[src/rtl/riscv_ctrl_pkg.sv]
// Shared types and encodings for the multicycle RV32I control FSM.
// Also holds the DECODE-stage opcode dispatch.
package riscv_ctrl_pkg;

    typedef enum logic [3:0] {
        FETCH,
        DECODE,
        MEM_ADDR,
        MEM_READ,
        MEM_WB,
        MEM_WRITE,
        EXEC_R,
        EXEC_I,
        EXEC_LUI,
        EXEC_AUIPC,
        ALU_WB,
        BRANCH,
        JAL,
        EXEC_JALR,
        TRAP
    } state_e;

    localparam logic [6:0] OP_LOAD   = 7'b0000011;
    localparam logic [6:0] OP_STORE  = 7'b0100011;
    localparam logic [6:0] OP_RTYPE  = 7'b0110011;
    localparam logic [6:0] OP_ITYPE  = 7'b0010011;
    localparam logic [6:0] OP_LUI    = 7'b0110111;
    localparam logic [6:0] OP_AUIPC  = 7'b0010111;
    localparam logic [6:0] OP_BRANCH = 7'b1100011;
    localparam logic [6:0] OP_JAL    = 7'b1101111;
    localparam logic [6:0] OP_JALR   = 7'b1100111;

    localparam logic [1:0] ALUOP_ADD = 2'b00;
    localparam logic [1:0] ALUOP_BR  = 2'b01;
    localparam logic [1:0] ALUOP_RI  = 2'b10;
    localparam logic [1:0] ALUOP_JL  = 2'b11;

    localparam logic [1:0] SRCA_PC    = 2'd0;
    localparam logic [1:0] SRCA_OLDPC = 2'd1;
    localparam logic [1:0] SRCA_RS1   = 2'd2;

    localparam logic [1:0] SRCB_RS2  = 2'd0;
    localparam logic [1:0] SRCB_IMM  = 2'd1;
    localparam logic [1:0] SRCB_FOUR = 2'd2;

    localparam logic [1:0] RES_ALUOUT    = 2'd0;
    localparam logic [1:0] RES_MEMDATA   = 2'd1;
    localparam logic [1:0] RES_ALURESULT = 2'd2;

    typedef struct packed {
        logic [1:0] alu_op;
        logic [1:0] alu_src_a;
        logic [1:0] alu_src_b;
        logic [1:0] result_src;
        logic       adr_src;
        logic       mem_req;
        logic       mem_write;
        logic       ir_write;
        logic       pc_write;
        logic       pc_write_cond;
        logic       reg_write;
        logic       instr_retired;
        logic       illegal_instr;
    } ctrl_t;

    function automatic state_e decode_target(input logic [6:0] opcode);
        state_e s;
        case (opcode)
            OP_LOAD, OP_STORE: s = MEM_ADDR;
            OP_RTYPE:          s = EXEC_R;
            OP_ITYPE:          s = EXEC_I;
            OP_LUI:            s = EXEC_LUI;
            OP_AUIPC:          s = EXEC_AUIPC;
            OP_BRANCH:         s = BRANCH;
            OP_JAL:            s = JAL;
            OP_JALR:           s = EXEC_JALR;
            default:           s = TRAP;
        endcase
        return s;
    endfunction

endpackage

[src/rtl/mem_wait_timer.sv]
// Counts cycles spent waiting on memory; flags expiry at MEM_TIMEOUT.
// MEM_TIMEOUT of 0 removes the counter and never expires.
module mem_wait_timer #(
    parameter int MEM_TIMEOUT = 255
) (
    input  logic clk,
    input  logic rst_n,
    input  logic clear,
    input  logic waiting,
    output logic expired
);

    generate
        if (MEM_TIMEOUT == 0) begin : g_no_timer
            logic w_unused_inputs;
            assign w_unused_inputs = ^{clk, rst_n, clear, waiting};
            assign expired         = 1'b0;
        end else begin : g_timer
            localparam int CW = $clog2(MEM_TIMEOUT + 1);
            localparam logic [CW-1:0] LIMIT = CW'(MEM_TIMEOUT);

            logic [CW-1:0] r_count;

            // Wait counter, saturating at the limit so it cannot wrap.
            always_ff @(posedge clk or negedge rst_n) begin
                if (!rst_n) begin
                    r_count <= {CW{1'b0}};
                end else if (clear) begin
                    r_count <= {CW{1'b0}};
                end else if (waiting && (r_count != LIMIT)) begin
                    r_count <= r_count + CW'(1);
                end else begin
                    r_count <= r_count;
                end
            end

            assign expired = (r_count == LIMIT);
        end
    endgenerate

endmodule

[src/rtl/multicycle_controller.sv]
// Main control FSM of the multicycle RV32I datapath: sequences each
// instruction and drives datapath selects, write enables and memory handshake.
module multicycle_controller
    import riscv_ctrl_pkg::*;
#(
    parameter int MEM_TIMEOUT = 255
) (
    input  logic       clk,
    input  logic       rst_n,
    input  logic [6:0] Opcode,
    input  logic       MemReady,
    output logic [1:0] ALUOp,
    output logic [1:0] ALUSrcA,
    output logic [1:0] ALUSrcB,
    output logic [1:0] ResultSrc,
    output logic       AdrSrc,
    output logic       MemReq,
    output logic       MemWrite,
    output logic       IRWrite,
    output logic       PCWrite,
    output logic       PCWriteCond,
    output logic       RegWrite,
    output logic       InstrRetired,
    output logic       IllegalInstr
);

    state_e r_state;
    state_e w_state_next;
    ctrl_t  w_ctrl;
    logic   w_timer_clear;
    logic   w_timer_waiting;
    logic   w_timer_expired;

    // State register.
    always_ff @(posedge clk or negedge rst_n) begin
        if (!rst_n) begin
            r_state <= FETCH;
        end else begin
            r_state <= w_state_next;
        end
    end

    // Next-state logic; a ready memory beats a simultaneous timeout.
    always_comb begin
        w_state_next = r_state;
        case (r_state)
            FETCH: begin
                if (MemReady)             w_state_next = DECODE;
                else if (w_timer_expired) w_state_next = TRAP;
                else                      w_state_next = FETCH;
            end
            DECODE:   w_state_next = decode_target(Opcode);
            MEM_ADDR: begin
                if (Opcode == OP_STORE) w_state_next = MEM_WRITE;
                else                    w_state_next = MEM_READ;
            end
            MEM_READ: begin
                if (MemReady)             w_state_next = MEM_WB;
                else if (w_timer_expired) w_state_next = TRAP;
                else                      w_state_next = MEM_READ;
            end
            MEM_WRITE: begin
                if (MemReady)             w_state_next = FETCH;
                else if (w_timer_expired) w_state_next = TRAP;
                else                      w_state_next = MEM_WRITE;
            end
            EXEC_R, EXEC_I, EXEC_LUI, EXEC_AUIPC: w_state_next = ALU_WB;
            MEM_WB, ALU_WB, BRANCH, JAL:          w_state_next = FETCH;
            EXEC_JALR: w_state_next = JAL;
            TRAP:      w_state_next = TRAP;
            default:   w_state_next = TRAP;
        endcase
    end

    // Output decode; everything is held low while reset is asserted.
    always_comb begin
        w_ctrl = '0;
        if (!rst_n) begin
            w_ctrl = '0;
        end else begin
            case (r_state)
                FETCH: begin
                    w_ctrl.mem_req   = 1'b1;
                    w_ctrl.adr_src   = 1'b0;
                    w_ctrl.alu_src_a = SRCA_PC;
                    w_ctrl.alu_src_b = SRCB_FOUR;
                    w_ctrl.alu_op    = ALUOP_ADD;
                    w_ctrl.ir_write  = MemReady;
                    w_ctrl.pc_write  = MemReady;
                end
                DECODE, EXEC_AUIPC: begin
                    w_ctrl.alu_src_a = SRCA_OLDPC;
                    w_ctrl.alu_src_b = SRCB_IMM;
                    w_ctrl.alu_op    = ALUOP_ADD;
                end
                MEM_ADDR, EXEC_JALR: begin
                    w_ctrl.alu_src_a = SRCA_RS1;
                    w_ctrl.alu_src_b = SRCB_IMM;
                    w_ctrl.alu_op    = ALUOP_ADD;
                end
                MEM_READ: begin
                    w_ctrl.mem_req = 1'b1;
                    w_ctrl.adr_src = 1'b1;
                end
                MEM_WB: begin
                    w_ctrl.result_src    = RES_MEMDATA;
                    w_ctrl.reg_write     = 1'b1;
                    w_ctrl.instr_retired = 1'b1;
                end
                MEM_WRITE: begin
                    w_ctrl.mem_req       = 1'b1;
                    w_ctrl.mem_write     = 1'b1;
                    w_ctrl.adr_src       = 1'b1;
                    w_ctrl.instr_retired = MemReady;
                end
                EXEC_R: begin
                    w_ctrl.alu_src_a = SRCA_RS1;
                    w_ctrl.alu_src_b = SRCB_RS2;
                    w_ctrl.alu_op    = ALUOP_RI;
                end
                EXEC_I: begin
                    w_ctrl.alu_src_a = SRCA_RS1;
                    w_ctrl.alu_src_b = SRCB_IMM;
                    w_ctrl.alu_op    = ALUOP_RI;
                end
                EXEC_LUI: begin
                    w_ctrl.alu_src_b = SRCB_IMM;
                    w_ctrl.alu_op    = ALUOP_JL;
                end
                ALU_WB: begin
                    w_ctrl.result_src    = RES_ALUOUT;
                    w_ctrl.reg_write     = 1'b1;
                    w_ctrl.instr_retired = 1'b1;
                end
                BRANCH: begin
                    w_ctrl.alu_src_a     = SRCA_RS1;
                    w_ctrl.alu_src_b     = SRCB_RS2;
                    w_ctrl.alu_op        = ALUOP_BR;
                    w_ctrl.result_src    = RES_ALUOUT;
                    w_ctrl.pc_write_cond = 1'b1;
                    w_ctrl.instr_retired = 1'b1;
                end
                JAL: begin
                    w_ctrl.alu_src_a     = SRCA_OLDPC;
                    w_ctrl.alu_src_b     = SRCB_FOUR;
                    w_ctrl.alu_op        = ALUOP_JL;
                    w_ctrl.result_src    = RES_ALURESULT;
                    w_ctrl.reg_write     = 1'b1;
                    w_ctrl.pc_write      = 1'b1;
                    w_ctrl.instr_retired = 1'b1;
                end
                TRAP:    w_ctrl.illegal_instr = 1'b1;
                default: w_ctrl = '0;
            endcase
        end
    end

    // The timer restarts whenever a memory-handshake state is newly entered.
    assign w_timer_clear   = (w_state_next != r_state) &&
                             ((w_state_next == FETCH) || (w_state_next == MEM_READ) ||
                              (w_state_next == MEM_WRITE));
    assign w_timer_waiting = w_ctrl.mem_req && !MemReady;

    mem_wait_timer #(
        .MEM_TIMEOUT(MEM_TIMEOUT)
    ) u_mem_wait_timer (
        .clk     (clk),
        .rst_n   (rst_n),
        .clear   (w_timer_clear),
        .waiting (w_timer_waiting),
        .expired (w_timer_expired)
    );

    assign ALUOp        = w_ctrl.alu_op;
    assign ALUSrcA      = w_ctrl.alu_src_a;
    assign ALUSrcB      = w_ctrl.alu_src_b;
    assign ResultSrc    = w_ctrl.result_src;
    assign AdrSrc       = w_ctrl.adr_src;
    assign MemReq       = w_ctrl.mem_req;
    assign MemWrite     = w_ctrl.mem_write;
    assign IRWrite      = w_ctrl.ir_write;
    assign PCWrite      = w_ctrl.pc_write;
    assign PCWriteCond  = w_ctrl.pc_write_cond;
    assign RegWrite     = w_ctrl.reg_write;
    assign InstrRetired = w_ctrl.instr_retired;
    assign IllegalInstr = w_ctrl.illegal_instr;

endmodule

[config.mk]
export PLATFORM = sky130hd
export DESIGN_NAME = multicycle_controller
export DESIGN_NICKNAME = d
export VERILOG_FILES = /design/src/rtl/riscv_ctrl_pkg.sv /design/src/rtl/mem_wait_timer.sv /design/src/rtl/multicycle_controller.sv
export SDC_FILE = /design/constraint.sdc
export NUM_CORES = 1
export LEC_CHECK = 0
export BUFFER_PORTS_ARGS = -buffer_cell sky130_fd_sc_hd__buf_2
export CAP_MARGIN = 10
export CORE_ASPECT_RATIO = 0.6
export CORE_MARGIN = 1.5
export CORE_UTILIZATION = 32
export CTS_BUF_LIST = sky130_fd_sc_hd__clkbuf_8
export CTS_CLUSTER_DIAMETER = 200
export DETAILED_ROUTE_END_ITERATION = 8
export PLACE_DENSITY = 0.55
export SLEW_MARGIN = 20
export SYNTH_ARGS = -nofsm -noshare
export SYNTH_HDL_FRONTEND = slang
export SYNTH_HIERARCHICAL = 1
export SYNTH_SLANG_ARGS = --single-unit
[constraint.sdc]
create_clock -name clk -period 5.57 [get_ports clk]
set_input_delay 0.2785 -clock clk [delete_from_list [all_inputs] [get_ports clk]]
set_output_delay 0.2785 -clock clk [all_outputs]
set_load 0.005 [all_outputs]
# Word level (Yosys, flattened, before mapping)
# Cells that the tools add are included.
[classes] n_addsub=1 n_eq_ne=28 mux=24 n_reduce_logical=20
[ops] operator="one-hot mux 4 bit (8 select lines)" n=2
[ops] operator="== test 4 bit (second input constant)" n=7
[ops] operator="2-to-1 mux 4 bit" n=6
[ops] operator="== test 7 x 6 -> 1 bit (second input constant)" n=3
[ops] operator="== test 7 bit (second input constant)" n=3
[ops] operator="== test 4 x 3 -> 1 bit (second input constant)" n=5
[ops] operator="2-to-1 mux 17 bit" n=1
[ops] operator="2-to-1 mux 8 bit" n=2
[ops] operator="one-hot mux 2 bit (2 select lines)" n=4
[ops] operator="== test 7 x 5 -> 1 bit (second input constant)" n=2
[ops] operator="== test 4 x 2 -> 1 bit (second input constant)" n=3
[ops] operator="OR reduction 2 bit" n=5
[ops] operator="adder 8 x 1 -> 8 bit (second input constant)" n=1
[ops] operator="== test 8 bit (second input constant)" n=1
[ops] operator="logical NOT 4 bit" n=2
[ops] operator="!= test 8 bit (second input constant)" n=1
[ops] operator="OR reduction 4 bit" n=2
[ops] operator="== test 7 x 2 -> 1 bit (second input constant)" n=1
[ops] operator="one-hot mux 2 bit (3 select lines)" n=1
[ops] operator="OR reduction 3 bit" n=2
[ops] operator="OR reduction 6 bit" n=1
[ops] operator="2-to-1 mux 1 bit" n=5
[ops] operator="OR reduction 5 bit" n=1
[ops] operator="== test 4 x 1 -> 1 bit (second input constant)" n=1
[ops] operator="other kinds (7)" n=11
[totals] ff_bits=12 input_bits=10 output_inout_bits=17 wordCells=75

# Depth between registers and ports, before layout
# Gate-level depths: netlist (run 1).
[logic_depth] word_depth=9 depth_mapped=12 mapped_depth_nobuf=11

# Hierarchy
# Netlist (run 1), hierarchy kept.
[by_module_without_submodules] module="multicycle_controller" n_inst=1 cells_per_inst=128 area_each_um2=948.4 seq_area_each_um2=100.1
[by_module_without_submodules] module="mem_wait_timer" n_inst=1 cells_per_inst=47 area_each_um2=469.2 seq_area_each_um2=200.2

# Worst setup path after synthesis (run 1)
# Ideal clock, no wire load.
[synth_timing] path_kind="register to register" from="reg u_mem_wait_timer.g_timer.r_count[0]" to="reg u_mem_wait_timer.g_timer.r_count[0]" setup_ps=125 arrival_time_ps=2801 t_required_ps=5445 path_slack_ps=2644 path_stages_with_launch=13 period_less_slack_ps=2926 path_cell_list="dfrtp_1 ha_1 and4_4 and2_2 or2_1 o21bai_1 a21o_2 a221oi_1 o311ai_2 o32ai_1 clkbuf_1 nor2b_1 mux2_4"
[synth_between] elab_chain_cells=9
[synth_rtl] item="start: declaration" line_no="mem_wait_timer.sv:22" text="logic [CW-1:0] r_count;"
[synth_rtl] item="start signal: assignment" line_no="mem_wait_timer.sv:27" text="r_count <= {CW{1'b0}};"
[synth_rtl] item="start signal: assignment" line_no="mem_wait_timer.sv:29" text="r_count <= {CW{1'b0}};"
[synth_rtl] item="start signal: assignment" line_no="mem_wait_timer.sv:31" text="r_count <= r_count + CW'(1);"
[synth_rtl] item="== test 8 bit *" line_no="mem_wait_timer.sv:37" text="assign expired = (r_count == LIMIT);"
[synth_rtl] item="named net w_timer_expired" line_no="multicycle_controller.sv:32" text="logic w_timer_expired;"
[synth_rtl] item="2-to-1 mux 4 bit (on tied branches)" line_no="multicycle_controller.sv:64, multicycle_controller.sv:49, multicycle_controller.sv:59"
[synth_rtl] item="2-to-1 mux 4 bit (on tied branches)" line_no="multicycle_controller.sv:63, multicycle_controller.sv:48, multicycle_controller.sv:58"
[synth_rtl] item="one-hot mux 4 bit (8 select lines) *" line_no="multicycle_controller.sv:46" text="case (r_state)"
[synth_rtl] item="== test 4 x 2 -> 1 bit or logical NOT 4 bit (tied branches)" line_no="multicycle_controller.sv:160" text="((w_state_next == FETCH) || (w_state_next == MEM_READ) ||"
[synth_rtl] item="logical OR 1 bit (2 in series)" line_no="multicycle_controller.sv:160"
[synth_rtl] item="logical AND 1 bit *" line_no="multicycle_controller.sv:159" text="assign w_timer_clear = (w_state_next != r_state) &&"
[synth_rtl] item="named net w_timer_clear" line_no="multicycle_controller.sv:30" text="logic w_timer_clear;"
[synth_rtl] item="2-to-1 mux 8 bit or nonzero test 2 bit (tied branches)"
# Mark *: on every way through the listed nets, which the timed path passes. The rest lies on a longest branch. The select of a mux whose other input is x is not followed.
# A chain may end at the register's enable or synchronous reset.

# Final worst setup path (run 1)
# Same ends and word-level chain as after synthesis.

==> qor.csv, run 1 <==
stage,metric,value,unit
drt,vias per cell,5.39,
setup_path,Worst Setup End Kind,register,
drt,vias,1369,
synthesis,multiplexer share of the synthesized area,0.0397,
die,Core ar.,4190,um2
drt,drt drc,0,
place,RePlAce Congestion,0.872,
cells_and_area,layout cell share with drive strength beyond 1,0.227,
die,Die Span X,88.9,um
global_route,first-pass GRT wire length,6040,um
cells_and_area,Final nets,206,
die,Initial Util,0.338,
synthesis,Main synth FF type,dfrtp_1,
place,placed inst area,1530,um2
synthesis,Synth Area in Adders,0.00883,
run_status,status,"complete, no violations",
cts,Clock Tree Root,clkbuf_8,
place,pre-CTS setup slack,2.57,ns
timing,final setup fails,0,
synthesis,largest area contributor in the netlist,dfrtp_1,
cells_and_area,diodes inserted,0,
cts,CTS tree,built,
synthesis,syn nets,186,
synthesis,largest family of logic cells by synthesized area,simple AND/OR/NAND/NOR gates,
setup_path,Crit Path Category,register to register,
global_route,met3 Usage GRT,0.0483,
drt,Routed WL,3570,um
run,max-cap viol count,0,
synthesis,Cells after Synth,175,
drt,DR iter-0 viols,150,
cts,Num CTS Buffers,3,
die,Die Area,4850,um2
synthesis,Synth Warn #,6,
synthesis,XOR/XNOR Fraction of Synth Area,0.0124,
cts,"CTS clk-pin slew, worst paths",0.06,ns
timing,Min Hold Slack,0.515,ns
synthesis,Mean Syn Cell Area,8.10,um2
cts,post-CTS setup buffers,0,
cts,"Clk Latency, worst-skew pair",0.24,ns
synthesis,leading post-synthesis cells by cell area,"dfrtp_1 21%, buf_6 5.6%, a21oi_1 4.6%",
timing,fin crit period,3.03,ns
global_route,GR Util met2,0.201,
die,die height,54.6,um
drt,wire length per cell,14.1,um
timing,Final Worst Setup Slack,2.54,ns
drt,Post-DRT Antenna Nets,0,
setup_path,crit-path max FO,11,
power_and_ir_drop,Max VDD drop,0.000139,V
synthesis,"EDFF count, synth",0,
synthesis,"FFs w/ async S/R, synth",1.00,
drt,Initial DRT Pass Iterations,5,
die,number of I/O pins,27,
cells_and_area,Reg area,300,um2
cts,H-tree depth,1,
timing,f_max,0.330,GHz
cells_and_area,Layout Area Growth over Synthesis,12.3,%
global_route,vias in the first global route,1188,
global_route,Overflow after GRT,0,
cts,Sinks on Clock Net,12,
synthesis,post-synthesis register bit count,12,
timing,Worst Tran Pin Value,0.809,ns
cells_and_area,fillers,439,
global_route,gr usage total,0.162,
timing,clock skew,0.000757,ns
global_route,GR met1 Demand/Resource,0.262,
cells_and_area,multi-input logic area,995,um2
die,Rows,18,
global_route,initial antenna violation count,0,
power_and_ir_drop,power density over cell area,458,nW/um2
power_and_ir_drop,P_leak,0.707,nW
synthesis,sequential element share of the synthesized area,0.212,
cts,clock tree buffer depth,2,
global_route,gr busiest metal,met1,
setup_path,Crit path required time,5.70,ns
synthesis,top cell type's share of synthesized area,0.212,
timing,Final Max Tran Viols,0,
setup_path,Crit path arrival time,3.16,ns
synthesis,Synth Area in Simple Gates,0.359,
place,DP Wirelength,2600,um
synthesis,"Distinct cells, synth",63,
cells_and_area,Final Instance Area,1590,um2
setup_path,Setup crit start kind,register,
timing,period utilization,0.544,
synthesis,synthesized cell area,1420,um2
timing,Rel. slew slack,0.461,
timing,"Hold Vio Cnt, Final",0,
global_route,pin count of the biggest net entering global routing,27,
timing,RSZ-0062 raised after global routing,no,
synthesis,Compound-Gate Fraction of Synth Area,0.282,
min_path,Hold WC Path Type,input port to async pin,
place,IO Port Bufs,26,
timing,total negative slack,0,ns
==> repair_timing <==
item                      4_1_cts  5_1_grt
resized for setup               0        0
hold endpoints to repair       12        0
hold buffers                    1        0
==> path summary, 6_finish.rpt <==
check                      cells after the start  slack [ns]                                   to                           startpoint
min reg2reg                                    1        0.55  u_mem_wait_timer/g_timer.r_count[5]  u_mem_wait_timer/g_timer.r_count[5]
min                                            2        0.51  u_mem_wait_timer/g_timer.r_count[6]                                rst_n
max                                           12        2.54  u_mem_wait_timer/g_timer.r_count[0]  u_mem_wait_timer/g_timer.r_count[0]
max reg2reg                                   12        2.54  u_mem_wait_timer/g_timer.r_count[0]  u_mem_wait_timer/g_timer.r_count[0]
max in group asynchronous                      2        4.74                           r_state[0]                                rst_n
min in group clk                               4        0.53                           r_state[0]                            Opcode[0]
==> cell usage after synthesis (all sizes together), types with 5 or more instances <==
cell type  number
a21oi          13
nor2           13
dfrtp          12
buf            10
nand2          10
nor2b          10
o21ai           7
inv             5
nand3           5
==> stage by stage <==
step	cells	util	total power, mW
after global placement	249	0.364	0.633
final	254	0.380	0.728
after detailed placement	249	0.364	0.626
after global routing	254	0.380	0.802
after floorplan	175	-	0.552
after CTS	254	0.380	0.730
==> cell type report <==
type	count	share of cell area
inverters	5	0.0118
clock buffers	4	0.0346
flip-flops and latches	12	0.189
repair buffers	28	0.0928
well taps	60	0.0472
multi-input cells	145	0.625
==> layer usage <==
metal,vias up,share of wire
met1,630,0.55
li1,697,-
met4,0,0
met3,0,0.073
met2,42,0.38
met5,-,0
==> registers in the layout, indices dropped and copies added (netlist names) <==
register / cells
u_mem_wait_timer/g_timer.r_count: 8
r_state: 4
==> placed cells by master (no fill, tap or decap), types with 5 or more instances in the layout <==
master,instances
nor2_1,12
nand3_1,5
inv_1,5
buf_2,26
a21oi_1,13
dfrtp_1,12
nand2_1,9
nor2b_1,10
o21ai_0,6
==> power breakdown <==
part | switching (mW) | internal, mW | leakage [nW]
sequential | 0.0895 | 0.104 | 0.161
combinational | 0.230 | 0.207 | 0.517
clock | 0.0349 | 0.0626 | 0.0288
==> logic make-up after synthesis <==
group	count (synthesis)
compound gates	56
xor+xnor	2
fa+ha+maj	1
buf+inv	18
flops	12
mux	5
simple gates	81
==> worst max-delay path, stage by stage (launching register included) <==
cell      delay (ns)
dfrtp_1         0.39
ha_1            0.26
and4_4          0.28
and2_2          0.20
nor3b_1         0.17
o21ai_0         0.12
o211ai_1        0.24
mux2i_1         0.32
nor4_1          0.10
o32ai_1         0.30
buf_4           0.22
nor2b_1         0.06
mux2_4          0.26
No activity file was read; power rests on OpenSTA's default activity.
==> run 2, diff against run 1 <==
- clock period: 5.57 -> 3 ns (I/O delays scaled with it)
==> run 2 against run 1 <==
Compared with the run above:
- sequential share of layout area decreased by 1.9 points
- register-to-register slack lost 2.4 ns
- core utilization increased by 4.6 points
- sequential power rose by 39%
- critical path type unchanged
- critical endpoint unchanged
==> qor.csv, run 2 (synthesis gave the netlist of run 1 again) <==
stage,metric,value,unit
run_status,status,"complete, no violations",
timing,total negative slack,0,ns
cts,Num CTS Buffers,3,
timing,Rel. slew slack,0.646,
timing,clock skew,0.00142,ns
timing,period utilization,0.966,
cells_and_area,fillers,436,
global_route,Overflow after GRT,0,
die,Die Span X,88.9,um
power_and_ir_drop,cell-internal power,869,uW
drt,drt drc,0,
cts,Sinks on Clock Net,12,
power_and_ir_drop,P_leak,0.811,nW
setup_path,Setup crit start kind,register,
timing,Final Max Tran Viols,0,
setup_path,Crit Path Category,register to register,
global_route,initial antenna violation count,0,
power_and_ir_drop,Seq pwr share,0.167,
place,IO Port Bufs,26,
cells_and_area,Final nets,225,
die,Initial Util,0.338,
global_route,first-pass GRT wire length,5990,um
setup_path,Worst Setup End Kind,register,
cells_and_area,Post-Layout Cell Count,273,
cells_and_area,diodes inserted,0,
cells_and_area,final core utilization,0.426,
global_route,gr usage total,0.160,
power_and_ir_drop,Gate power share,0.725,
cells_and_area,max FFs per register,8,
cts,clock tree buffer depth,2,
place,dpl cells,265,
power_and_ir_drop,switching share of power,0.463,
power_and_ir_drop,Clock power frac,0.108,
cells_and_area,multi-input logic area,1040,um2
cells_and_area,Reg with most FFs,u_mem_wait_timer/g_timer.r_count,
cts,"Clk Latency, worst-skew pair",0.24,ns
drt,vias,1479,
timing,"Hold Vio Cnt, Final",0,
cells_and_area,Largest regs,"u_mem_wait_timer/g_timer.r_count x8, r_state x4",
drt,Routed WL,3860,um
cells_and_area,Reg area,303,um2
cells_and_area,Layout Area Growth over Synthesis,25.8,%
cells_and_area,"commonest non-fill, non-tap cell in the layout",buf_2,
cts,H-tree depth,1,
setup_path,Crit path required time,3.12,ns
die,number of I/O pins,27,
setup_path,Crit path arrival time,3.02,ns
die,die height,54.6,um
die,Core ar.,4190,um2
power_and_ir_drop,Switch Pwr,750,uW
timing,Worst Tran Pin Value,0.523,ns
die,Rows,18,
timing,fin crit period,2.90,ns
drt,Initial DRT Pass Iterations,5,
min_path,Hold WC Path Type,input port to async pin,
drt,vias per cell,5.42,
power_and_ir_drop,Max VDD drop,0.000310,V
cts,Clock Tree Root,clkbuf_8,
cts,CTS tree,built,
run,max-cap viol count,0,
die,Die Area,4850,um2
setup_path,crit-path max FO,6,
cells_and_area,layout cell share with drive strength beyond 1,0.347,
power_and_ir_drop,power density over cell area,908,nW/um2
drt,DR iter-0 viols,149,
global_route,vias in the first global route,1214,
cells_and_area,"commonest cells after routing, fill and taps aside","27 x buf_2, 19 x buf_4, 13 x a21oi_1",
global_route,pin count of the biggest net entering global routing,23,
timing,f_max,0.345,GHz
timing,final setup fails,0,
drt,Post-DRT Antenna Nets,0,
place,DP Wirelength,2820,um
place,RePlAce Congestion,0.869,
timing,RSZ-0062 raised after global routing,yes,
cts,"CTS clk-pin slew, worst paths",0.05,ns
drt,wire length per cell,14.1,um
[run 2: what timing repair did]
| action | CTS | global route |
|---|---|---|
| resized for setup | 0 | 13 |
| endpoints found under the setup margin | 0 | 8 |
| hold buffers | 1 | 0 |
| hold endpoints to repair | 12 | 0 |
| buffers inserted | 0 | 2 |
[run 2: metrics by stage]
step | worst slack (ns) | hold slack, ns | power (mW) | instance area [um2]
finish | 0.102 | 0.415 | 1.62 | 1780
global route | -0.0533 | 0.454 | 1.74 | 1780
CTS | 0.116 | 0.426 | 1.44 | 1710
detailed placement | 0.129 | 0.150 | 1.26 | 1650
global placement | 0.154 | 0.154 | 1.28 | 1650
floorplan | 0.0741 | -0.146 | 1.03 | 1420
[run 2: final timing paths]
kind,from,end,slack [ns],depth (start not counted)
min in group clk,MemReady,u_mem_wait_timer/g_timer.r_count[4],0.50,4
max in group asynchronous,rst_n,r_state[1],2.36,3
worst min-delay path,rst_n,u_mem_wait_timer/g_timer.r_count[4],0.42,3
worst max-delay path,u_mem_wait_timer/g_timer.r_count[1],u_mem_wait_timer/g_timer.r_count[0],0.10,12
worst min register to register,u_mem_wait_timer/g_timer.r_count[5],u_mem_wait_timer/g_timer.r_count[5],0.54,1
worst max register to register,u_mem_wait_timer/g_timer.r_count[1],u_mem_wait_timer/g_timer.r_count[0],0.10,12
[run 2: metal layers]
metal | global-route usage | wire length, um | up-vias
met3 | 0.0528 | 339 | 0
li1 | - | - | 731
met1 | 0.257 | 2030 | 686
met2 | 0.208 | 1490 | 62
met4 | 0 | 0 | 0
met5 | 0 | 0 | -
[run 2: critical path, stage by stage, from the launching register on]
cell and delay [ns]:
dfrtp_1 0.42, ha_1 0.21, and4_4 0.16, and2_2 0.20, or2_1 0.24, a22oi_1 0.22, a2bb2oi_1 0.20, o211ai_1 0.13
or2_1 0.25, o32ai_2 0.26, buf_4 0.20, nor2b_1 0.05, mux2_4 0.26
[run 2: power by group through the flow]
stage / Sequential (mW) / Clock, mW / Combinational [mW]
floorplan: 0.231 / 0 / 0.795
global placement: 0.266 / 0 / 1.01
detailed placement: 0.265 / 0 / 0.992
CTS: 0.261 / 0.181 / 1.00
global route: 0.275 / 0.187 / 1.28
finish: 0.270 / 0.175 / 1.17
[run 2: area by class of cell]
class / instances / area share
inverter: 5 / 0.0105
timing repair buffer: 47 / 0.161
multi-input combinational: 145 / 0.585
sequential: 12 / 0.170
clock buffer: 4 / 0.0309
tap: 60 / 0.0421
==> run 3, diff against run 2 <==
- PLACE_DENSITY: 0.55 -> 0.57
- clock period: 3 -> 2.4 ns (I/O delays scaled with it)
==> run 3 against run 2 <==
Compared with the run above:
- the run now ends with negative setup slack left
- largest cell class unchanged
- global-route usage up 3.3 points
- register-to-register slack worse by 0.48 ns
- highest routed layer unchanged
- routed wire length up 14%
- final cell count up 15%
- core utilization up 10 points
==> qor.csv, run 3 (synthesis gave the netlist of run 1 again) <==
stage,metric,value,unit
run_status,status,"complete, but fails checks",
run_status,failing checks,negative setup slack,
cts,Clock Tree Root,clkbuf_8,
timing,Worst Tran Pin Value,0.512,ns
timing,Rel. slew slack,0.655,
drt,vias per cell,5.13,
cts,H-tree depth,1,
setup_path,"Cell Chain, Critical Path",ha_2 -> and4_4 -> and2_4 -> and3b_2 -> buf_4 -> a22oi_2 -> o311ai_2 -> or2_1 -> o32ai_4 -> nor2b_1 -> mux2_4,
min_path,Hold WC Path Type,input port to async pin,
cells_and_area,Final nets,266,
cells_and_area,diodes inserted,0,
drt,DR iter-0 viols,81,
cts,"CTS clk-pin slew, worst paths",0.06,ns
drt,Post-DRT Antenna Nets,0,
cts,CTS tree,built,
timing,"Hold Vio Cnt, Final",0,
run,max-cap viol count,0,
timing,clock skew,0.00112,ns
die,number of I/O pins,27,
timing,f_max,0.360,GHz
cells_and_area,"commonest cells after routing, fill and taps aside","58 x buf_4, 26 x buf_2, 13 x a21oi_1",
global_route,initial antenna violation count,0,
setup_path,Crit path required time,2.53,ns
power_and_ir_drop,power density over cell area,1190,nW/um2
setup_path,Crit Path Category,register to register,
die,Die Area,4850,um2
global_route,pin count of the biggest net entering global routing,23,
drt,Routed WL,4410,um
place,DP Wirelength,3300,um
die,Rows,18,
drt,vias,1610,
cts,Num CTS Buffers,3,
global_route,gr usage total,0.193,
cells_and_area,Post-Layout Cell Count,314,
setup_path,crit-path max FO,7,
cells_and_area,Reg with most FFs,u_mem_wait_timer/g_timer.r_count,
setup_path,Setup crit start kind,register,
timing,final setup fails,8,
cells_and_area,"commonest non-fill, non-tap cell in the layout",buf_4,
global_route,Overflow after GRT,0,
place,IO Port Bufs,26,
power_and_ir_drop,Power Total,2.63,mW
timing,RSZ-0062 raised after global routing,yes,
drt,drt drc,0,
setup_path,Top delay family on crit path,simple AND/OR/NAND/NOR gates,
global_route,first-pass GRT wire length,6990,um
cts,Sinks on Clock Net,12,
cells_and_area,layout cell share with drive strength beyond 1,0.488,
die,die height,54.6,um
cts,"Clk Latency, worst-skew pair",0.24,ns
cells_and_area,Layout Area Growth over Synthesis,56.0,%
setup_path,Crit path arrival time,2.91,ns
place,dpl cells,301,
global_route,vias in the first global route,1379,
cells_and_area,Largest regs,"u_mem_wait_timer/g_timer.r_count x8, r_state x4",
setup_path,critical path's largest stage delay,0.43,ns
timing,period utilization,1.16,
cells_and_area,fillers,414,
timing,Final Max Tran Viols,0,
setup_path,Worst Setup End Kind,register,
die,Core ar.,4190,um2
cts,clock tree buffer depth,2,
die,Die Span X,88.9,um
power_and_ir_drop,Max VDD drop,0.000614,V
timing,fin crit period,2.78,ns
die,Initial Util,0.338,
place,pre-CTS setup slack,-0.360,ns
place,RePlAce Congestion,0.861,
cells_and_area,max FFs per register,8,
setup_path,"Buf+Inv Stages, Crit Path",1,
setup_path,Critical-path top delay cell,o32ai_4,
power_and_ir_drop,P_leak,1.04,nW
drt,wire length per cell,14.0,um
drt,Initial DRT Pass Iterations,4,
timing,Final Worst Setup Slack,-0.381,ns
-- run 3: layer usage --
metal	wire length, um	track usage
met3	254	0.0347
met5	0	0
met1	2460	0.313
met2	1700	0.264
met4	0	0.0182
-- run 3: cell type report --
type / instances / area, um2 / share of cell area
well taps: 60 / 75.1 / 0.0340
flip-flops and latches: 12 / 300 / 0.136
multi-input cells: 145 / 1130 / 0.509
clock buffers: 4 / 55.1 / 0.0249
repair buffers: 88 / 636 / 0.287
inverters: 5 / 18.8 / 0.00849
-- run 3: what timing repair did --
| action | 4_1_cts | 5_1_grt |
|---|---|---|
| buffers inserted | 5 | 4 |
| endpoints found under the setup margin | 8 | 8 |
| hold buffers | 1 | 0 |
| pin swaps | 7 | 6 |
| hold endpoints to repair | 12 | 0 |
| resized for setup | 15 | 6 |
-- run 3: final timing paths --
path | startpoint | endpoint | slack (ns) | depth (start not counted)
worst max-delay path | u_mem_wait_timer/g_timer.r_count[0] | u_mem_wait_timer/g_timer.r_count[0] | -0.38 | 11
worst min-delay path | rst_n | u_mem_wait_timer/g_timer.r_count[6] | 0.39 | 3
worst max register to register | u_mem_wait_timer/g_timer.r_count[0] | u_mem_wait_timer/g_timer.r_count[0] | -0.38 | 11
worst min register to register | u_mem_wait_timer/g_timer.r_count[3] | u_mem_wait_timer/g_timer.r_count[3] | 0.59 | 2
max in group asynchronous | rst_n | r_state[2] | 1.80 | 3
min in group clk | Opcode[0] | r_state[0] | 0.46 | 5
-- run 3: stage by stage --
stage | hold WS, ns | utilization | TNS (ns) | instance area [um2]
final | 0.393 | 0.528 | -2.64 | 2210
after global routing | 0.416 | 0.528 | -3.81 | 2210
after CTS | 0.390 | 0.510 | -2.29 | 2140
after detailed placement | 0.125 | 0.469 | -2.37 | 1960
after global placement | 0.116 | 0.469 | -1.94 | 1960
after floorplan | -0.176 | - | -1.52 | 1440
-- run 3: power breakdown --
group	leakage [nW]	switching, mW	internal, mW
logic	0.851	1.01	1.11
clock network	0.0288	0.0810	0.145
registers	0.161	0.0440	0.246
total	1.04	1.13	1.50
-- run 3: worst min-delay path, delay by kind of cell --
family	cells	cell delay (ns)
buffers and inverters	3	0.89
